[config.mk]
export PLATFORM = sky130hd
export DESIGN_NAME = out_port_display_flat
export DESIGN_NICKNAME = d
export VERILOG_FILES = /design/src/rtl/out_port_display_pkg.sv /design/src/rtl/out_port_display_if.sv /design/src/rtl/out_port_display_bin2bcd_seq.sv /design/src/rtl/out_port_display.sv /design/src/flat_wrapper.sv
export SDC_FILE = /design/constraint.sdc
export NUM_CORES = 1
export LEC_CHECK = 0
export ABC_AREA = 1
export CELL_PAD_IN_SITES_DETAIL_PLACEMENT = 1
export CELL_PAD_IN_SITES_GLOBAL_PLACEMENT = 2
export CORE_MARGIN = 3
export CORE_UTILIZATION = 35
export DETAILED_ROUTE_END_ITERATION = 8
export PLACE_DENSITY = 0.83
export SLEW_MARGIN = 10
export SYNTH_ARGS = -nofsm -noshare
export SYNTH_HDL_FRONTEND = slang
export SYNTH_HIERARCHICAL = 1
export SYNTH_SLANG_ARGS = --single-unit
export TNS_END_PERCENT = 1
[constraint.sdc]
create_clock -name clock -period 2.2 [get_ports clock]
set_clock_uncertainty 0.2 [all_clocks]
set_input_delay 0.55 -clock clock [delete_from_list [all_inputs] [get_ports clock]]
set_output_delay 0.55 -clock clock [all_outputs]
set_load 0.01 [all_outputs]
[src/rtl/out_port_display_pkg.sv]
// Shared types and helpers for the out_port0 display path: converter FSM states,
// BCD sizing and the active-low 7-segment encoder.
package out_disp_pkg;

  typedef enum logic [1:0] {
    IDLE = 2'd0,
    CONV = 2'd1,
    DONE = 2'd2
  } state_t;

  localparam logic [6:0] SEG_BLANK = 7'h7F;

  // ceil(w * log10(2)) using a fixed-point log10(2) ~= 0.30103
  function automatic int bcd_digits(input int w);
    return (w * 30103 + 99999) / 100000;
  endfunction

  localparam int BCD_DIGITS = bcd_digits(32);

  // Segments {g,f,e,d,c,b,a}, active-low; non-decimal nibbles show blank
  function automatic logic [6:0] seg7_encode(input logic [3:0] nibble);
    logic [6:0] seg;
    case (nibble)
      4'd0:    seg = 7'h40;
      4'd1:    seg = 7'h79;
      4'd2:    seg = 7'h24;
      4'd3:    seg = 7'h30;
      4'd4:    seg = 7'h19;
      4'd5:    seg = 7'h12;
      4'd6:    seg = 7'h02;
      4'd7:    seg = 7'h78;
      4'd8:    seg = 7'h00;
      4'd9:    seg = 7'h10;
      default: seg = SEG_BLANK;
    endcase
    return seg;
  endfunction

endpackage

[src/rtl/out_port_display_if.sv]
// Value and display-pin bundle for out_port_display. The slave side is the
// display block; the master side is whoever supplies value_in and observes pins.
interface out_port_display_if #(
  parameter int DATA_W = 32,
  parameter int NDIG   = 8
);
  logic [DATA_W-1:0] value_in;
  logic [6:0]        seg_n;
  logic [NDIG-1:0]   an_n;
  logic [4*NDIG-1:0] bcd_out;
  logic              ovf;
  logic              busy;

  modport master (
    output value_in,
    input  seg_n, an_n, bcd_out, ovf, busy
  );

  modport slave (
    input  value_in,
    output seg_n, an_n, bcd_out, ovf, busy
  );
endinterface

[src/rtl/out_port_display_bin2bcd_seq.sv]
// Sequential double-dabble binary-to-BCD converter. One bit per cycle; the
// result in bcd is stable while done is high.
//
// state | meaning
// IDLE  | waiting for start; operands loaded on start
// CONV  | add-3 adjust and shift, one bit per cycle, until all DATA_W bits shifted
// DONE  | one cycle, accumulator holds the final BCD value
module bin2bcd_seq
  import out_disp_pkg::*;
#(
  parameter int DATA_W = 32,
  parameter int BCD_N  = bcd_digits(DATA_W)
) (
  input  logic                 clock,
  input  logic                 resetn,
  input  logic                 start,
  input  logic [DATA_W-1:0]    value,
  output logic                 busy,
  output logic                 done,
  output logic [4*BCD_N-1:0]   bcd
);

  localparam int CNT_W = $clog2(DATA_W + 1);

  state_t                     state_q, state_d;
  logic [DATA_W-1:0]          shreg_q;
  logic [4*BCD_N-1:0]         acc_q, acc_adj;
  logic [4*BCD_N+DATA_W-1:0]  shifted;
  logic [CNT_W-1:0]           cnt_q;
  logic                       shift_done;

  assign shift_done = (cnt_q == CNT_W'(DATA_W));
  assign bcd        = acc_q;

  // State register
  always_ff @(posedge clock or negedge resetn) begin
    if (!resetn) state_q <= IDLE;
    else         state_q <= state_d;
  end

  // Next-state logic
  always_comb begin
    state_d = state_q;
    case (state_q)
      IDLE:    if (start) state_d = CONV;
      CONV:    if (shift_done) state_d = DONE;
      DONE:    state_d = IDLE;
      default: state_d = IDLE;
    endcase
  end

  // Status outputs decoded from state
  always_comb begin
    busy = (state_q != IDLE);
    done = (state_q == DONE);
  end

  // Add 3 to every nibble >= 5, then shift the whole {acc, shreg} pair left
  always_comb begin
    acc_adj = acc_q;
    for (int i = 0; i < BCD_N; i++) begin
      if (acc_q[4*i +: 4] >= 4'd5) acc_adj[4*i +: 4] = acc_q[4*i +: 4] + 4'd3;
    end
    shifted = {acc_adj, shreg_q} << 1;
  end

  // Shift datapath: load on start, shift while bits remain
  always_ff @(posedge clock or negedge resetn) begin
    if (!resetn) begin
      shreg_q <= '0;
      acc_q   <= '0;
      cnt_q   <= '0;
    end else begin
      case (state_q)
        IDLE: begin
          if (start) begin
            shreg_q <= value;
            acc_q   <= '0;
            cnt_q   <= '0;
          end
        end
        CONV: begin
          if (!shift_done) begin
            {acc_q, shreg_q} <= shifted;
            cnt_q            <= cnt_q + 1'b1;
          end
        end
        default: ;
      endcase
    end
  end

endmodule

[src/rtl/out_port_display.sv]
// out_port0 display: change-triggered BCD conversion, result latch and a
// multiplexed active-low 7-segment scanner.
// Build option LEADING_ZERO_BLANK_EN: blank zero digits above the most
// significant nonzero displayed digit (digit 0 always shown, not when ovf).
module out_port_display
  import out_disp_pkg::*;
#(
  parameter int DATA_W   = 32,
  parameter int NDIG     = 8,
  parameter int SCAN_DIV = 50000
) (
  input  logic              clock,
  input  logic              resetn,
  out_port_display_if.slave port_if
);

  localparam int BCD_N  = bcd_digits(DATA_W);
  localparam int SCAN_W = $clog2(SCAN_DIV);
  localparam int IDX_W  = (NDIG > 1) ? $clog2(NDIG) : 1;

  logic [DATA_W-1:0]  last_val_q;
  logic               pending_q;
  logic               request;
  logic               start;
  logic               eng_busy;
  logic               eng_done;
  logic [4*BCD_N-1:0] eng_bcd;
  logic               upper_nz;
  logic [4*NDIG-1:0]  bcd_q;
  logic               ovf_q;
  logic [SCAN_W-1:0]  scan_cnt_q;
  logic [IDX_W-1:0]   idx_q;
  logic               scan_on_q;
  logic               wrap;
  logic [3:0]         cur_nib;
  logic               blank;
  logic [6:0]         seg_d;
  logic [NDIG-1:0]    an_d;
  logic [6:0]         seg_q;
  logic [NDIG-1:0]    an_q;

  // A change seen while the engine is busy (including its DONE cycle) is
  // remembered in pending and served with whatever value_in is current then.
  assign request = (port_if.value_in != last_val_q);
  assign start   = !eng_busy && (request || pending_q);

  bin2bcd_seq #(
    .DATA_W (DATA_W),
    .BCD_N  (BCD_N)
  ) u_bin2bcd (
    .clock  (clock),
    .resetn (resetn),
    .start  (start),
    .value  (port_if.value_in),
    .busy   (eng_busy),
    .done   (eng_done),
    .bcd    (eng_bcd)
  );

  generate
    if (BCD_N > NDIG) begin : g_upper
      assign upper_nz = |eng_bcd[4*BCD_N-1:4*NDIG];
    end else begin : g_no_upper
      assign upper_nz = 1'b0;
    end
  endgenerate

  // Change detection and pending request
  always_ff @(posedge clock or negedge resetn) begin
    if (!resetn) begin
      last_val_q <= '0;
      pending_q  <= 1'b0;
    end else begin
      last_val_q <= port_if.value_in;
      pending_q  <= start ? 1'b0 : (pending_q | request);
    end
  end

  // Latch the finished conversion
  always_ff @(posedge clock or negedge resetn) begin
    if (!resetn) begin
      bcd_q <= '0;
      ovf_q <= 1'b0;
    end else if (eng_done) begin
      bcd_q <= eng_bcd[4*NDIG-1:0];
      ovf_q <= upper_nz;
    end
  end

  assign wrap = (scan_cnt_q == SCAN_W'(SCAN_DIV - 1));

  // Scan timer and digit index; the first wrap turns the display on at digit 0,
  // later wraps step to the next digit.
  always_ff @(posedge clock or negedge resetn) begin
    if (!resetn) begin
      scan_cnt_q <= '0;
      idx_q      <= '0;
      scan_on_q  <= 1'b0;
    end else begin
      scan_cnt_q <= wrap ? '0 : scan_cnt_q + 1'b1;
      if (wrap) begin
        if (!scan_on_q)                        scan_on_q <= 1'b1;
        else if (idx_q == IDX_W'(NDIG - 1))    idx_q     <= '0;
        else                                   idx_q     <= idx_q + 1'b1;
      end
    end
  end

`ifdef LEADING_ZERO_BLANK_EN
  logic [IDX_W-1:0] msd;

  // Highest displayed digit with a nonzero value (0 when all are zero)
  always_comb begin
    msd = '0;
    for (int i = 1; i < NDIG; i++) begin
      if (bcd_q[4*i +: 4] != 4'd0) msd = IDX_W'(i);
    end
  end

  assign blank = !ovf_q && (idx_q > msd);
`else
  assign blank = 1'b0;
`endif

  // Digit mux and segment encode for the selected digit
  always_comb begin
    cur_nib = bcd_q[int'(idx_q)*4 +: 4];
    seg_d   = blank ? SEG_BLANK : seg7_encode(cur_nib);
    an_d    = ~(NDIG'(1) << idx_q);
  end

  // Registered display pins, held dark until the first scan wrap
  always_ff @(posedge clock or negedge resetn) begin
    if (!resetn) begin
      seg_q <= SEG_BLANK;
      an_q  <= '1;
    end else if (scan_on_q) begin
      seg_q <= seg_d;
      an_q  <= an_d;
    end
  end

  assign port_if.seg_n   = seg_q;
  assign port_if.an_n    = an_q;
  assign port_if.bcd_out = bcd_q;
  assign port_if.ovf     = ovf_q;
  assign port_if.busy    = eng_busy;

endmodule
[src/flat_wrapper.sv]
// flat-port wrapper written by rule: the top's interface ports become plain ports
module out_port_display_flat import out_disp_pkg::*;
#(
  parameter int DATA_W   = 32,
  parameter int NDIG     = 8,
  parameter int SCAN_DIV = 50000
)
  (clock, resetn, port_if_value_in, port_if_seg_n, port_if_an_n, port_if_bcd_out, port_if_ovf, port_if_busy);
  out_port_display_if #(.DATA_W(DATA_W), .NDIG(NDIG)) port_if_i ();
  input  logic clock;
  input  logic resetn;
  input wire logic [$bits(port_if_i.value_in)-1:0] port_if_value_in;
  output wire logic [$bits(port_if_i.seg_n)-1:0] port_if_seg_n;
  output wire logic [$bits(port_if_i.an_n)-1:0] port_if_an_n;
  output wire logic [$bits(port_if_i.bcd_out)-1:0] port_if_bcd_out;
  output wire logic [$bits(port_if_i.ovf)-1:0] port_if_ovf;
  output wire logic [$bits(port_if_i.busy)-1:0] port_if_busy;
  assign port_if_i.value_in = port_if_value_in;
  assign port_if_seg_n = port_if_i.seg_n;
  assign port_if_an_n = port_if_i.an_n;
  assign port_if_bcd_out = port_if_i.bcd_out;
  assign port_if_ovf = port_if_i.ovf;
  assign port_if_busy = port_if_i.busy;
  out_port_display #(.DATA_W(DATA_W), .NDIG(NDIG), .SCAN_DIV(SCAN_DIV)) u_core (.clock(clock), .resetn(resetn), .port_if(port_if_i));
endmodule
==> results by stage, run 1 <==
STA:
- The final critical-path setup slack is -0.0488 ns.
- The worst pin sits at a relative slew slack of 64.0%.
- The setup TNS after final layout is -0.494 ns.
- The number of hold violations in the final report is 0.
- Setup violations remaining at the end of the flow were counted as 29.
- Final hold analysis gives a worst-case slack of roughly 0.26 ns.
- Setup repair after global routing could not meet its margin everywhere.
- The ratio of final minimum period to clock period is 102%.
- The final max-slew violation count is 0.
- For the pin with the worst max-slew slack, the measured transition is ~0.54 ns.
- After layout, the minimum clock period comes to 2.25 ns.
- Based on the critical path, the design can be clocked at up to 445 MHz.

Cells and area:
- The post-layout utilization of the core is a little under half.
- The multi-input combinational cells in the finished layout cover a total of a little over 0.004 mm².
- In the final layout, flip-flops and latches occupy 0.00455 mm².
- The layout has 3,101 filler cells.
- The top cell types in the final layout, fill and taps aside, are sky130_fd_sc_hd__nand2_1, sky130_fd_sc_hd__dfrtp_1, sky130_fd_sc_hd__inv_1, sky130_fd_sc_hd__nand3_1, sky130_fd_sc_hd__o21ai_0.
- After the last flow step, the layout net total stands at 1,376.
- Leaving out fill and tap cells, the most frequent cell in the layout is sky130_fd_sc_hd__nand2_1.
- The antenna diode count is 0.
- The share of layout cells above drive strength 1 is 16.5%.
- Relative to the synthesized area, the layout overhead comes to 27.7%.

Drt:
- The post-detailed-route via-to-cell ratio is 4.87.
- For this run, the detailed router's first-pass iteration total came to 4.
- The final layout contains routed wiring with a total length of 26.4 mm.
- For this block, the initial DRC count from the detailed router was 372.
- Dividing the detail-routed wire length by the instance count gives 16.0 µm.
- The number of remaining DRC errors is 0.
- Detailed routing inserted a total of 8,041 vias.
- The number of antenna-violating nets in the routed design is 0.

Setup path:
- The critical path launch point type is an input port.
- The type of destination of the critical path is a flip-flop.
- Along the worst path, the maximum fanout reaches 7.
- The slowest stage of the critical path is the sky130_fd_sc_hd__dlygate4sd2_1 cell.
- At the worst endpoint, the arrival time is 2.42 ns.
- The type of the worst setup path is input port to flip-flop.
- The highest cell delay on the worst timing path is 0.25 ns.
- The required time at the endpoint of the critical path is 2.37 ns.
- The signal on the critical path passes through dlygate4sd2_1, inv_1, nand2_1, o2111ai_2, nor2_1, nand3_4, nor2_4, nor2_2, nand3_2, inv_2, a21oi_4, buf_12, buf_8, buf_16, nand2_2, o21ai_2.
- The slack of the worst reg-to-reg path is -0.04 ns.

CTS:
- The CTS tree is done.
- The clock latency of the later-clocked register in the worst-skew pair is ~0.44 ns.
- The buffer depth of the longest clock path is 2.
- The clock buffer count from CTS is 17.
- The CTS root buffer is sky130_fd_sc_hd__clkbuf_16.
- The clock sink count is 181.
- The number of levels in the clock H-tree is 4.
- The clock edge transition at the registers on the reported setup and hold paths is 0.07 ns.

Global routing:
- The pin count of the biggest net entering global routing is 62.
- The total overflow left after global routing is 0.
- The first global-routing pass estimated 44.2 mm of wire.
- The initial antenna violation count is 0.
- The via count of the first global-routing pass was 8,571.
- Global routing used 19.3% of the available tracks.

Die:
- The core region is 0.0256 mm².
- The initial standard-cell utilization of the core is 36.2%.
- In this run the core area contains 58 standard-cell rows.
- During I/O placement, the number of pins put on the boundary was between 80 and 90.
- In this run the vertical extent of the chip is ~170 µm.
- The die is roughly 170 µm wide.
- The overall die area is 0.0285 mm².

Status:
- The flow ran to the end, but the final reports show violations.
- The final reports fail on negative setup slack.

Synthesis:
- The dominant synthesized flop cell is sky130_fd_sc_hd__dfrtp_1.
- The number of distinct library cell variants in the gate-level netlist after synthesis is 39.
- The average cell area after synthesis is roughly 8 µm².
- After synthesis, the share of flip-flops with an asynchronous set or reset is 100%.
- The synthesized flop and latch total is 181.
- The number of instances in the synthesized netlist is 1,161.
- The total number of yosys warnings is 6.
- The share of synthesized area occupied by flip-flops and latches is 49.0%.
- The net count after synthesis is 1,229.
- The synthesized design contains 0 enable-type register cells.
- The netlist area before placement is 0.00928 mm².

Placement:
- During placement, the flow inserted port buffers numbering 82.
- The worst setup slack before clock tree synthesis is -0.636 ns.
- The detailed-placement wirelength estimate is 18.6 mm.
- The congestion estimate from routability-driven global placement came to ~0.83.

Run:
- The count of maximum capacitance violations is 0.

Pwr:
- The leakage power is 0.00612 µW.
- The total power draw is 9000 µW.
- The worst-case IR drop observed on VDD is 0.480 mV.
- The power density over the cells is 760 mW/mm².

Min path:
- In this run the worst hold path is classified as flip-flop to flip-flop.
[final cells by class]
cell class,instances,share of cell area (%)
Sequential cell,181,38.4
Multi-Input combinational cell,786,34.4
Timing Repair Buffer,162,13.7
Inverter,160,5.07
Clock buffer,17,3.59
Tap cell,330,3.49
Clock inverter,15,1.43
[cell families (layout without fill, tap and decap cells)]
kind of cell               after synthesis  in the layout  synth area share [%]
and+or+nand+nor                        581            581                  26.5
buffers and inverters                  194            354                  8.84
DFF                                    181            181                  49.0
AOI/OAI and AO/OA                      156            156                  9.59
adders and majority gates               34             34                  4.59
xor gates and xnor gates                15             15                  1.42
[sequential cells by signal, indices dropped and copies added, names as in the netlist]
name / count
u_core/u_bin2bcd/bcd: 40
u_core/last_val_q: 32
u_core/port_if.bcd_out: 32
u_core/u_bin2bcd/shreg_q: 32
u_core/scan_cnt_q: 16
u_core/port_if.an_n: 8
u_core/port_if.seg_n: 7
u_core/u_bin2bcd/cnt_q: 6
u_core/idx_q: 3
u_core/u_bin2bcd/state_q: 2
u_core/pending_q: 1
u_core/port_if.ovf: 1
u_core/scan_on_q: 1
[where the power goes]
| group | switching, µW | total (µW) | internal [µW] |
|---|---|---|---|
| clock network | 1530 | 3060 | 1530 |
| registers | 261 | 3960 | 3690 |
| logic | 1070 | 1990 | 918 |
[worst max-delay path, delay by kind of cell]
kind / cells / cell delay (ns)
buffers and inverters: 6 / 0.78
and+or+nand+nor: 7 / 0.73
AOI/OAI and AO/OA: 3 / 0.36
[path summary, 6_finish.rpt]
path / start / endpoint / cells past startpoint
hold / removal: u_core/scan_cnt_q[0] / u_core/scan_cnt_q[0] / 1
setup reg to reg: u_core/last_val_q[31] / u_core/u_bin2bcd/bcd[26] / 15
max in group asynchronous: resetn / u_core/u_bin2bcd/shreg_q[15] / 3
hold reg to reg: u_core/scan_cnt_q[0] / u_core/scan_cnt_q[0] / 1
min in group asynchronous: resetn / u_core/port_if.bcd_out[5] / 2
setup / recovery: port_if_value_in[14] / u_core/u_bin2bcd/bcd[26] / 16
[what timing repair did]
item,CTS,global route
buffers inserted,13,1
pin swaps,12,7
hold buffers,1,0
endpoints found under the hold margin,36,0
cloned,5,0
endpoints found under the setup margin,94,85
resized for setup,84,30
[stage by stage]
step	cell area (µm²)	std cells
after floorplan	9280	1161
after global placement	10900	1600
after CTS	11700	1650
after detailed placement	10900	1600
final	11800	1651
after global routing	11800	1651
[per-layer routing]
metal	track usage (%)	up-vias	wire (µm)	share of wire, %
met5	0	-	0	0
met4	6.26	0	521	2.0
met3	2.85	40	697	2.6
met2	33.8	124	13200	50
met1	24.5	3924	11900	45
li1	-	3953	-	-
[cells in the mapped netlist (4+ instances only)]
| library cell | number | share of area (%) |
|---|---|---|
| sky130_fd_sc_hd__xor2_1 | 14 | 1.3 |
| sky130_fd_sc_hd__or2_2 | 6 | 0.40 |
| sky130_fd_sc_hd__dfrtp_1 | 166 | 45 |
| sky130_fd_sc_hd__nor3_1 | 7 | 0.38 |
| sky130_fd_sc_hd__nor2_1 | 67 | 2.7 |
| sky130_fd_sc_hd__o22ai_1 | 11 | 0.74 |
| sky130_fd_sc_hd__buf_2 | 13 | 0.70 |
| sky130_fd_sc_hd__ha_1 | 34 | 4.6 |
| sky130_fd_sc_hd__clkbuf_1 | 10 | 0.40 |
| sky130_fd_sc_hd__a21oi_1 | 7 | 0.38 |
| sky130_fd_sc_hd__inv_2 | 7 | 0.28 |
| sky130_fd_sc_hd__nand3_2 | 6 | 0.65 |
| sky130_fd_sc_hd__o21ai_1 | 33 | 1.8 |
| sky130_fd_sc_hd__buf_6 | 9 | 1.1 |
| sky130_fd_sc_hd__o21ai_0 | 75 | 4.0 |
| sky130_fd_sc_hd__nand3_1 | 84 | 4.5 |
| sky130_fd_sc_hd__a31oi_1 | 7 | 0.47 |
| sky130_fd_sc_hd__nand2_1 | 386 | 16 |
| sky130_fd_sc_hd__nand2_2 | 7 | 0.47 |
| sky130_fd_sc_hd__inv_1 | 150 | 6.1 |
| sky130_fd_sc_hd__dfstp_2 | 15 | 4.2 |
| sky130_fd_sc_hd__nand4_1 | 4 | 0.27 |
| sky130_fd_sc_hd__o21ai_2 | 15 | 1.4 |
Power figures use the tool's default switching activity.
==> inputs of run 2 (changes only) <==
--- a/config.mk
+++ b/config.mk
@@ -6,6 +6,7 @@
 export NUM_CORES = 1
 export LEC_CHECK = 0
 export ABC_AREA = 1
+export CAP_MARGIN = 20
 export CELL_PAD_IN_SITES_DETAIL_PLACEMENT = 1
 export CELL_PAD_IN_SITES_GLOBAL_PLACEMENT = 2
 export CORE_MARGIN = 3
==> results of run 2 <==
The final DEF is identical to that of run 1; final timing and power are the same.
